## config.mk

```make
export PLATFORM = sky130hd
export DESIGN_NAME = gpio_bus_arbiter
export DESIGN_NICKNAME = d
export VERILOG_FILES = /design/src/rtl/gpio_bus_arbiter_pkg.sv /design/src/rtl/gpio_bus_arbiter_rr_priority_pick.sv /design/src/rtl/gpio_bus_arbiter.sv
export SDC_FILE = /design/constraint.sdc
export NUM_CORES = 1
export LEC_CHECK = 0
export ABC_AREA = 1
export ABC_CLOCK_PERIOD_IN_PS = 1500
export BUFFER_PORTS_ARGS = -buffer_cell sky130_fd_sc_hd__buf_2
export CAP_MARGIN = 20
export CORE_UTILIZATION = 42
export CTS_CLUSTER_DIAMETER = 200
export DETAILED_ROUTE_END_ITERATION = 16
export PLACE_DENSITY = 0.77
export SLEW_MARGIN = 20
export SYNTH_ARGS = -nofsm -noshare
export SYNTH_HDL_FRONTEND = slang
export SYNTH_SLANG_ARGS = --single-unit
```

## constraint.sdc

```tcl
create_clock -name clk -period 1.5 [get_ports clk]
set_clock_uncertainty 0.15 [all_clocks]
set_input_delay 0.075 -clock clk [delete_from_list [all_inputs] [get_ports clk]]
set_output_delay 0.075 -clock clk [all_outputs]
set_load 0.02 [all_outputs]
```

## src/rtl/gpio_bus_arbiter_pkg.sv

```systemverilog
// Shared constants for the gpio_controller register-port arbiter: data width,
// default timeout and the arbiter FSM encodings.
package gpio_bus_arbiter_pkg;

    localparam int XLEN             = 32;
    localparam int GPIO_ARB_TIMEOUT = 16;

    localparam logic [1:0] GARB_IDLE  = 2'd0;
    localparam logic [1:0] GARB_ISSUE = 2'd1;
    localparam logic [1:0] GARB_RESP  = 2'd2;
    localparam logic [1:0] GARB_GAP   = 2'd3;

    // Round-robin successor of a requester index, wrapping at n.
    function automatic int rr_advance(input int idx, input int n);
        int nxt;
        nxt = idx + 32'sd1;
        if (nxt >= n) begin
            nxt = 32'sd0;
        end else begin
            nxt = nxt;
        end
        return nxt;
    endfunction

endpackage

```

## src/rtl/gpio_bus_arbiter_rr_priority_pick.sv

```systemverilog
// Combinational round-robin picker: first pending index at or after the
// pointer, wrapping around. Reusable by other peripheral-bus arbiters.
module rr_priority_pick #(
    parameter int NUM_REQ = 2,
    localparam int IDW = $clog2(NUM_REQ)
) (
    input  logic [NUM_REQ-1:0] i_pending,
    input  logic [IDW-1:0]     i_rr_ptr,
    output logic               o_valid,
    output logic [IDW-1:0]     o_idx
);

    int w_sum;
    int w_slot;

    // Walk offsets from the far end back to zero so the nearest pending slot wins.
    always_comb begin
        o_valid = |i_pending;
        o_idx   = '0;
        w_sum   = 32'sd0;
        w_slot  = 32'sd0;
        for (int off = NUM_REQ - 1; off >= 0; off--) begin
            w_sum  = int'(i_rr_ptr) + off;
            w_slot = (w_sum >= NUM_REQ) ? (w_sum - NUM_REQ) : w_sum;
            o_idx  = i_pending[w_slot] ? IDW'(w_slot) : o_idx;
        end
    end

endmodule

```

## src/rtl/gpio_bus_arbiter.sv

```systemverilog
// Round-robin arbiter sharing the gpio_controller register port among NUM_REQ
// masters, one transaction at a time, with a timeout for unmapped offsets.
module gpio_bus_arbiter
    import gpio_bus_arbiter_pkg::*;
#(
    parameter int NUM_REQ = 2,
    parameter int TIMEOUT = GPIO_ARB_TIMEOUT,
    localparam int IDW = $clog2(NUM_REQ),
    localparam int TW  = $clog2(TIMEOUT + 1)
) (
    input  logic                    clk,
    input  logic                    rst_n,
    input  logic [NUM_REQ-1:0]      req_read,
    input  logic [NUM_REQ-1:0]      req_write,
    input  logic [NUM_REQ*XLEN-1:0] req_addr,
    input  logic [NUM_REQ*XLEN-1:0] req_wdata,
    output logic [XLEN-1:0]         req_rdata,
    output logic [NUM_REQ-1:0]      req_ready,
    output logic [NUM_REQ-1:0]      req_err,
    output logic [XLEN-1:0]         m_io_addr,
    output logic [XLEN-1:0]         m_io_wdata,
    output logic                    m_io_read,
    output logic                    m_io_write,
    input  logic [XLEN-1:0]         m_io_rdata,
    input  logic                    m_io_ready,
    output logic [IDW-1:0]          grant_id,
    output logic                    busy
);

    logic [1:0]         r_state;
    logic [IDW-1:0]     r_rr_ptr;
    logic [IDW-1:0]     r_grant;
    logic [TW-1:0]      r_tmo_cnt;
    logic [XLEN-1:0]    r_addr;
    logic [XLEN-1:0]    r_wdata;
    logic               r_read;
    logic               r_write;
    logic [XLEN-1:0]    r_rdata;
    logic [NUM_REQ-1:0] r_req_ready;
    logic [NUM_REQ-1:0] r_req_err;
    logic               r_busy;

    logic [NUM_REQ-1:0] w_pending;
    logic               w_pick_valid;
    logic [IDW-1:0]     w_pick_idx;
    logic [XLEN-1:0]    w_addr  [NUM_REQ];
    logic [XLEN-1:0]    w_wdata [NUM_REQ];

    assign w_pending = req_read | req_write;

    for (genvar k = 0; k < NUM_REQ; k++) begin : g_unpack
        assign w_addr[k]  = req_addr[k*XLEN +: XLEN];
        assign w_wdata[k] = req_wdata[k*XLEN +: XLEN];
    end

    rr_priority_pick #(
        .NUM_REQ (NUM_REQ)
    ) u_pick (
        .i_pending (w_pending),
        .i_rr_ptr  (r_rr_ptr),
        .o_valid   (w_pick_valid),
        .o_idx     (w_pick_idx)
    );

    // Transaction sequencer. The counter gives up on the (TIMEOUT+1)th
    // ready-less ISSUE cycle, so the error lands TIMEOUT+2 cycles after the request.
    always_ff @(posedge clk or negedge rst_n) begin
        if (!rst_n) begin
            r_state     <= GARB_IDLE;
            r_rr_ptr    <= '0;
            r_grant     <= '0;
            r_tmo_cnt   <= '0;
            r_addr      <= '0;
            r_wdata     <= '0;
            r_read      <= 1'b0;
            r_write     <= 1'b0;
            r_rdata     <= '0;
            r_req_ready <= '0;
            r_req_err   <= '0;
            r_busy      <= 1'b0;
        end else begin
            r_req_ready <= '0;
            r_req_err   <= '0;
            case (r_state)
                GARB_IDLE: begin
                    if (w_pick_valid) begin
                        r_grant   <= w_pick_idx;
                        r_addr    <= w_addr[w_pick_idx];
                        r_wdata   <= w_wdata[w_pick_idx];
                        r_write   <= req_write[w_pick_idx];
                        r_read    <= ~req_write[w_pick_idx];
                        r_tmo_cnt <= '0;
                        r_busy    <= 1'b1;
                        r_state   <= GARB_ISSUE;
                    end
                end
                GARB_ISSUE: begin
                    if (m_io_ready) begin
                        r_rdata              <= m_io_rdata;
                        r_read               <= 1'b0;
                        r_write              <= 1'b0;
                        r_req_ready[r_grant] <= 1'b1;
                        r_state              <= GARB_RESP;
                    end else if (r_tmo_cnt == TW'(TIMEOUT)) begin
                        r_rdata              <= '0;
                        r_read               <= 1'b0;
                        r_write              <= 1'b0;
                        r_req_ready[r_grant] <= 1'b1;
                        r_req_err[r_grant]   <= 1'b1;
                        r_state              <= GARB_RESP;
                    end else begin
                        r_tmo_cnt <= r_tmo_cnt + TW'(1);
                    end
                end
                GARB_RESP: begin
                    r_rr_ptr <= IDW'(rr_advance(int'(r_grant), NUM_REQ));
                    r_state  <= GARB_GAP;
                end
                GARB_GAP: begin
                    // Controller ready is level-held; wait for it to fall before re-arbitrating.
                    if (!m_io_ready) begin
                        r_busy  <= 1'b0;
                        r_state <= GARB_IDLE;
                    end
                end
                default: begin
                    r_read  <= 1'b0;
                    r_write <= 1'b0;
                    r_busy  <= 1'b0;
                    r_state <= GARB_IDLE;
                end
            endcase
        end
    end

    assign req_rdata  = r_rdata;
    assign req_ready  = r_req_ready;
    assign req_err    = r_req_err;
    assign m_io_addr  = r_addr;
    assign m_io_wdata = r_wdata;
    assign m_io_read  = r_read;
    assign m_io_write = r_write;
    assign grant_id   = r_grant;
    assign busy       = r_busy;

endmodule

```

Yosys cells after proc, flatten, opt, wreduce, memory -nomap -nowiden. Index checks and enable logic that the tools add are counted.

Flip-flop bits (word level): 112. Bits in latches: 0. Bits in writable memories: 0. ROM bits: 0. Output and inout port bits: 104. Logic and storage cells: 96. Memories kept: 0.

Add/sub/neg operators: 5. $mul: 0. Div/mod/pow operators: 0. Magnitude comparators: 9. Equality and inequality tests: 9. Shift operators: 0. Multiplexer cells: 46. Bitwise operators: 3. Reductions and logical operators: 12.

Operator list (count): 2-to-1 mux 32 bit (10); less-than comparator 32 x 3 -> 1 bit (second input constant) (2); greater-or-equal comparator 32 x 3 -> 1 bit (second input constant) (1); subtractor 32 x 3 -> 32 bit (second input constant) (1); 2-to-1 mux 1 bit (18); 2-to-1 mux 2 bit (9); 2-to-1 mux 5 bit (3); case mux 5 bit (2 select lines) (1); AND reduction 3 bit (3); case mux 2 bit (4 select lines) (1); != test 2 bit (second input constant) (3); case mux 1 bit (2 select lines) (3); nonzero test 2 bit (3); adder 5 x 1 -> 5 bit (second input constant) (1); == test 5 bit (second input constant) (1); adder 1 x 1 -> 2 bit (second input constant) (2); == test 2 bit (second input constant) (2); greater-or-equal comparator 2 bit (second input constant) (2); less-than comparator 1 x 2 -> 1 bit (second input constant) (2); AND reduction 2 bit (2); AND reduction 4 bit (1); != test 3 bit (second input constant) (1); subtractor 1 x 2 -> 3 bit (second input constant) (1); == test 2 x 1 -> 1 bit (second input constant) (1); other kinds (10) (10).

Depth between registers and ports, before layout.
Word-level depth: 13. Gate-level depth with buffers: 10.

By module. A second synthesis with hierarchy kept.

Cells, all modules: 603. Area total of the unflattened synthesis: 5047.3 µm².

By module, submodules not included: gpio_bus_arbiter (times used 1, cells each 599, area an instance 5028.6 µm², sequential area each 2802.7 µm²); rr_priority_pick (times used 1, cells each 4, area an instance 18.8 µm², sequential area each 0.0 µm²).

Worst setup path before layout. OpenSTA, ideal clock, no wires.

Kind: flip-flop to flip-flop. Start point: register r_state[1]. End point: register r_state[0]. Setup time: 126 ps. Arrival time: 1227 ps. Data required time: 1224 ps. Slack: -3 ps. Cell stages (with the launch flop): 9. Path buffers: 1. Period minus slack after synthesis: 1503 ps. Cells stage by stage: dfrtp_1 > inv_1 > ha_1 > buf_2 > inv_1 > nor2_1 > nand2_1 > nand3_1 > o21ai_0.

Word-level cells in the longest chain between the ends: 3. Elaborated cells between the ends (all ways): 9.

RTL lines: start, declared (RTL line gpio_bus_arbiter.sv:30) `logic [1:0] r_state;`; start signal, assigned (RTL line gpio_bus_arbiter.sv:69) `r_state <= GARB_IDLE;`; start signal, assigned (RTL line gpio_bus_arbiter.sv:94) `r_state <= GARB_ISSUE;`; start signal, assigned (RTL line gpio_bus_arbiter.sv:103) `r_state <= GARB_RESP;`; == test 2 x 1 -> 1 bit (tied with other cells) (RTL line gpio_bus_arbiter.sv:84) `case (r_state)`; != test 3 bit (no line) (tied with other cells); AND reduction 3 bit (no line).

Several ways; a longest one is shown, not always the timed one. A chain may end at the register's enable or synchronous reset.

Worst setup path in the final report.
Start point: register r_tmo_cnt[0]. End point: register r_rdata[22], in the netlist req_rdata[22].

Word-level cells in the longest chain between the ends: 3.

RTL lines: start, declared (RTL line gpio_bus_arbiter.sv:33) `logic [TW-1:0] r_tmo_cnt;`; start signal, assigned (RTL line gpio_bus_arbiter.sv:112) `r_tmo_cnt <= r_tmo_cnt + TW'(1);`; == test 5 bit (RTL line gpio_bus_arbiter.sv:104) `end else if (r_tmo_cnt == TW'(TIMEOUT)) begin`; nonzero test 2 bit (no line); AND reduction 2 bit (no line); end signal, assigned (RTL line gpio_bus_arbiter.sv:99) `r_rdata <= m_io_rdata;`; end, declared (RTL line gpio_bus_arbiter.sv:38) `logic [XLEN-1:0] r_rdata;`.

No other way between the ends.

==> metrics.md <==
| Metric | Value |
|---|---|
| Number of global-route vias before repair | `roughly 7200` |
| Clk slew on worst S/H paths | `0.08 ns` |
| Worst-path fanout max | `8` |
| Clk sinks | `around 110` |
| Mapped Area | `approximately 5500 um^2` |
| Clock latency on the worst-skew pair | `0.35 ns` |
| Most used flip-flop cell after synthesis | `dfrtp_1` |
| IO buf count | `270` |
| Worst R2R End | `req_rdata[22]` |
| HP Class | `in2reg` |
| Worst Path Arrival | `1.65 ns` |
| CTS max path bufs | `2` |
| Largest net degree at the start of global routing | `44` |
| Dpl cell area | `about 7200 um^2` |
| Hpwl dp | `11200 um` |
| Share of cells above drive strength 1 | `35.7%` |
| Crit path depth | `10` |
| CTS HTree Levels | `3` |
| Sequential area share after synthesis | `between 50% and 60%` |
| Startpoint types | `register` |
| Min cycle time layout | `~1.6 ns` |
| First-pass GRT wire length | `33800 um` |
| WL final | `25400 um` |
| Crit path from | `r_tmo_cnt[0]` |
| Design area | `9870 um^2` |
| Met2 Resource Use GR | `55.7%` |
| Worst-Margin Slew | `roughly 0.53 ns` |
| Maxcap violations | `0` |
| WHS | `0.0800 ns` |
| GRT met1 Usage | `a little over a third` |
| Vias/cell | `5.34` |
| Initial antenna violation count | `1` |
| Total power | `18.1 mW` |
| R2r setup slk | `-0.07 ns` |
| Slew Limit Fails | `0` |
| Initial Utilization | `between 40% and 50%` |
| Routed Antenna Nets | `0` |
| Die Width | `116 um` |
| Yosys warns | `0` |
| Iter 0 DRT Violations | `803` |
| Power Dens Cells | `1830 nW/um^2` |
| Top Ports | `approximately 270` |
| Failing checks | `negative setup slack` |
| Total gr overflow | `0` |
| Final Non-Filler Cells | `roughly 1400` |
| Post-synth EDFFs | `0` |
| FP Rows | `41` |
| Synthesized area per cell | `between 7 and 8 um^2` |
| Setup WS pre-CTS | `-0.0506 ns` |
| Die height | `116 um` |
| Via count | `between 7000 and 8000` |
| Post-route setup slack | `-0.0659 ns` |
| Average wire per standard cell | `18.5 um` |
| Post-Syn Instances | `735` |
| GR Util All Layers | `approximately a third` |
| RR Startpoint | `r_tmo_cnt[0]` |
| Placed cells | `1168` |
| RD Place Congestion | `roughly 0.8` |
| Ys async rst share | `100%` |
| Register bit total from synthesis | `112` |
| Max transition margin | `64.5%` |
| Core Region | `12700 um^2` |
| Status | `finished with violations` |
| Root buf cell | `clkbuf_16` |
| Final period util | `104%` |
| Achievable Freq | `639 MHz` |
| CP max stage delay | `0.40 ns` |
| Setup crit end | `req_rdata[22]` |
| Post-route DRC | `0` |
| RSZ-0062 raised after global routing | `yes` |
| Static Leakage | `5.51 nW` |
| GRT met3 Usage | `slightly above 10%` |
| Top cell type's share of synthesized area | `~51%` |
| R2R cell count | `10` |
| P&R area growth vs syn | `80.1%` |
| CP endpoint kind | `register` |
| Crit path max-delay cell type | `dfrtp_1` |
| Post-synth top area cell | `dfrtp_1` |
| Top post-synthesis cells by area | `dfrtp_1, nand2_1, nand3_1` |
| CP Class | `reg2reg` |
| Num CTS Buffers | `9` |
| Die Footprint | `between 10000 and 15000 um^2` |
| Final #Nets | `1369` |
| Maximum VDD drop | `0.00116 V` |
| Synthesized Nets | `just over 900` |
| Largest delay share family, worst path | `simple AND/OR/NAND/NOR gates` |
| Post-synthesis cell type count | `21` |
| Final setup viols | `35` |
| Grt peak-use layer | `met2` |
| Worst path cell trace | `inv_2, ha_4, nand2_2, inv_2, nand2_4, nand2_4, nand2_8, clkbuf_16, nand2_1, nand2_1` |
| Data required, critical path | `1.59 ns` |
| CTS tree | `done` |
| Crit path buf inv count | `3` |
| Final Hold Viols | `0` |
| Pre-antenna DRT Iters | `5` |
timing repair:
item                       4_1_cts  5_1_grt
gates resized for setup         15       99
pin swaps                        2       14
setup endpoints to repair      103       72
gates cloned                     2       10
setup buffers                    5        6
hold endpoints to repair       211        0
hold buffers                   166        0
per-layer routing:
layer	part of all wire (%)	wire, um	up-vias
li1	-	-	3218
met1	34	8750	3345
met2	48	12300	595
met3	11	2840	180
met4	6.1	1550	0
met5	0	0	-
through the flow:
stage,setup TNS [ns],utilization [%]
2_1_floorplan,0,-
3_3_place_gp,-0.0106,56.7
3_5_place_dp,-1.68,56.7
4_1_cts,0,73.3
5_1_grt,-3.51,77.9
6_report,-0.873,77.9
kinds of logic after synthesis:
group / synth area share, %
and+or+nand+nor: 40.3
DFF: 51.1
buffers and inverters: 6.32
AOI/OAI and AO/OA: 0.753
adders and majority gates: 1.37
xor gates and xnor gates: 0.160
worst min path at each step:
| stage | startpoint | endpoint | slack [ns] | cells after the start |
|---|---|---|---|---|
| floorplan | rst_n | busy | -0.37 | 0 |
| global placement | rst_n | m_io_wdata[20] | -0.16 | 1 |
| detailed placement | rst_n | m_io_wdata[20] | -0.15 | 1 |
| CTS | req_read[1] | busy | 0.03 | 6 |
| global route | req_read[1] | busy | 0.08 | 6 |
| finish | req_read[1] | r_state[0] | 0.08 | 6 |
layout make-up:
cell class,count,area (um^2)
antenna,1,2.50
sequential,112,2800
fill,734,2800
timing repair buffer,496,3820
tap,172,215
inverter,18,70.1
multi-input combinational,559,2660
clock inverter,6,60.1
clock buffer,10,239
synth_stat cells (2+ instances only):
cell type and count:
nand2_1 418, nor3_1 2, buf_2 22, a21oi_1 2, nand4_1 3, ha_1 6
nor2_1 10, nand2_2 3, o21ai_0 3, dfrtp_1 112, clkbuf_1 10, nor2_2 2
nand3_1 106, buf_4 7, inv_1 17, buf_6 7
flip-flops by register name, summed over array words and instances (netlist names):
name and flops:
req_err 2, m_io_write 1, m_io_addr 32, grant_id 1, m_io_wdata 32, req_rdata 32, r_tmo_cnt 5, r_rr_ptr 1
busy 1, m_io_read 1, r_state 2, req_ready 2
worst min-delay path: stages:
cell,delay (ns)
buf_2,0.08
nor2_2,0.06
nand3_2,0.10
nand3_4,0.10
nand2_2,0.07
o21ai_1,0.05
power by group:
| group | internal (mW) | total, mW | switching, mW |
|---|---|---|---|
| clock | 1.22 | 2.40 | 1.18 |
| sequential | 4.35 | 5.28 | 0.931 |
| combinational | 4.10 | 10.4 | 6.29 |
| total | 9.67 | 18.1 | 8.41 |
cell usage in the layout, fill, tap and decap left out, types with 3 or more instances in the layout:
cell	instances
nor2_2	3
nor2_1	9
buf_2	269
inv_6	4
nand3_1	101
clkbuf_16	16
o21ai_1	4
ha_4	3
dlygate4sd3_1	166
nand2_2	41
nand4_1	3
inv_2	9
nand2_4	16
buf_4	29
dfrtp_1	112
nand3_2	4
buf_12	12
inv_1	8
buf_6	10
nand2_1	363
(Power assumes the default switching activity.)
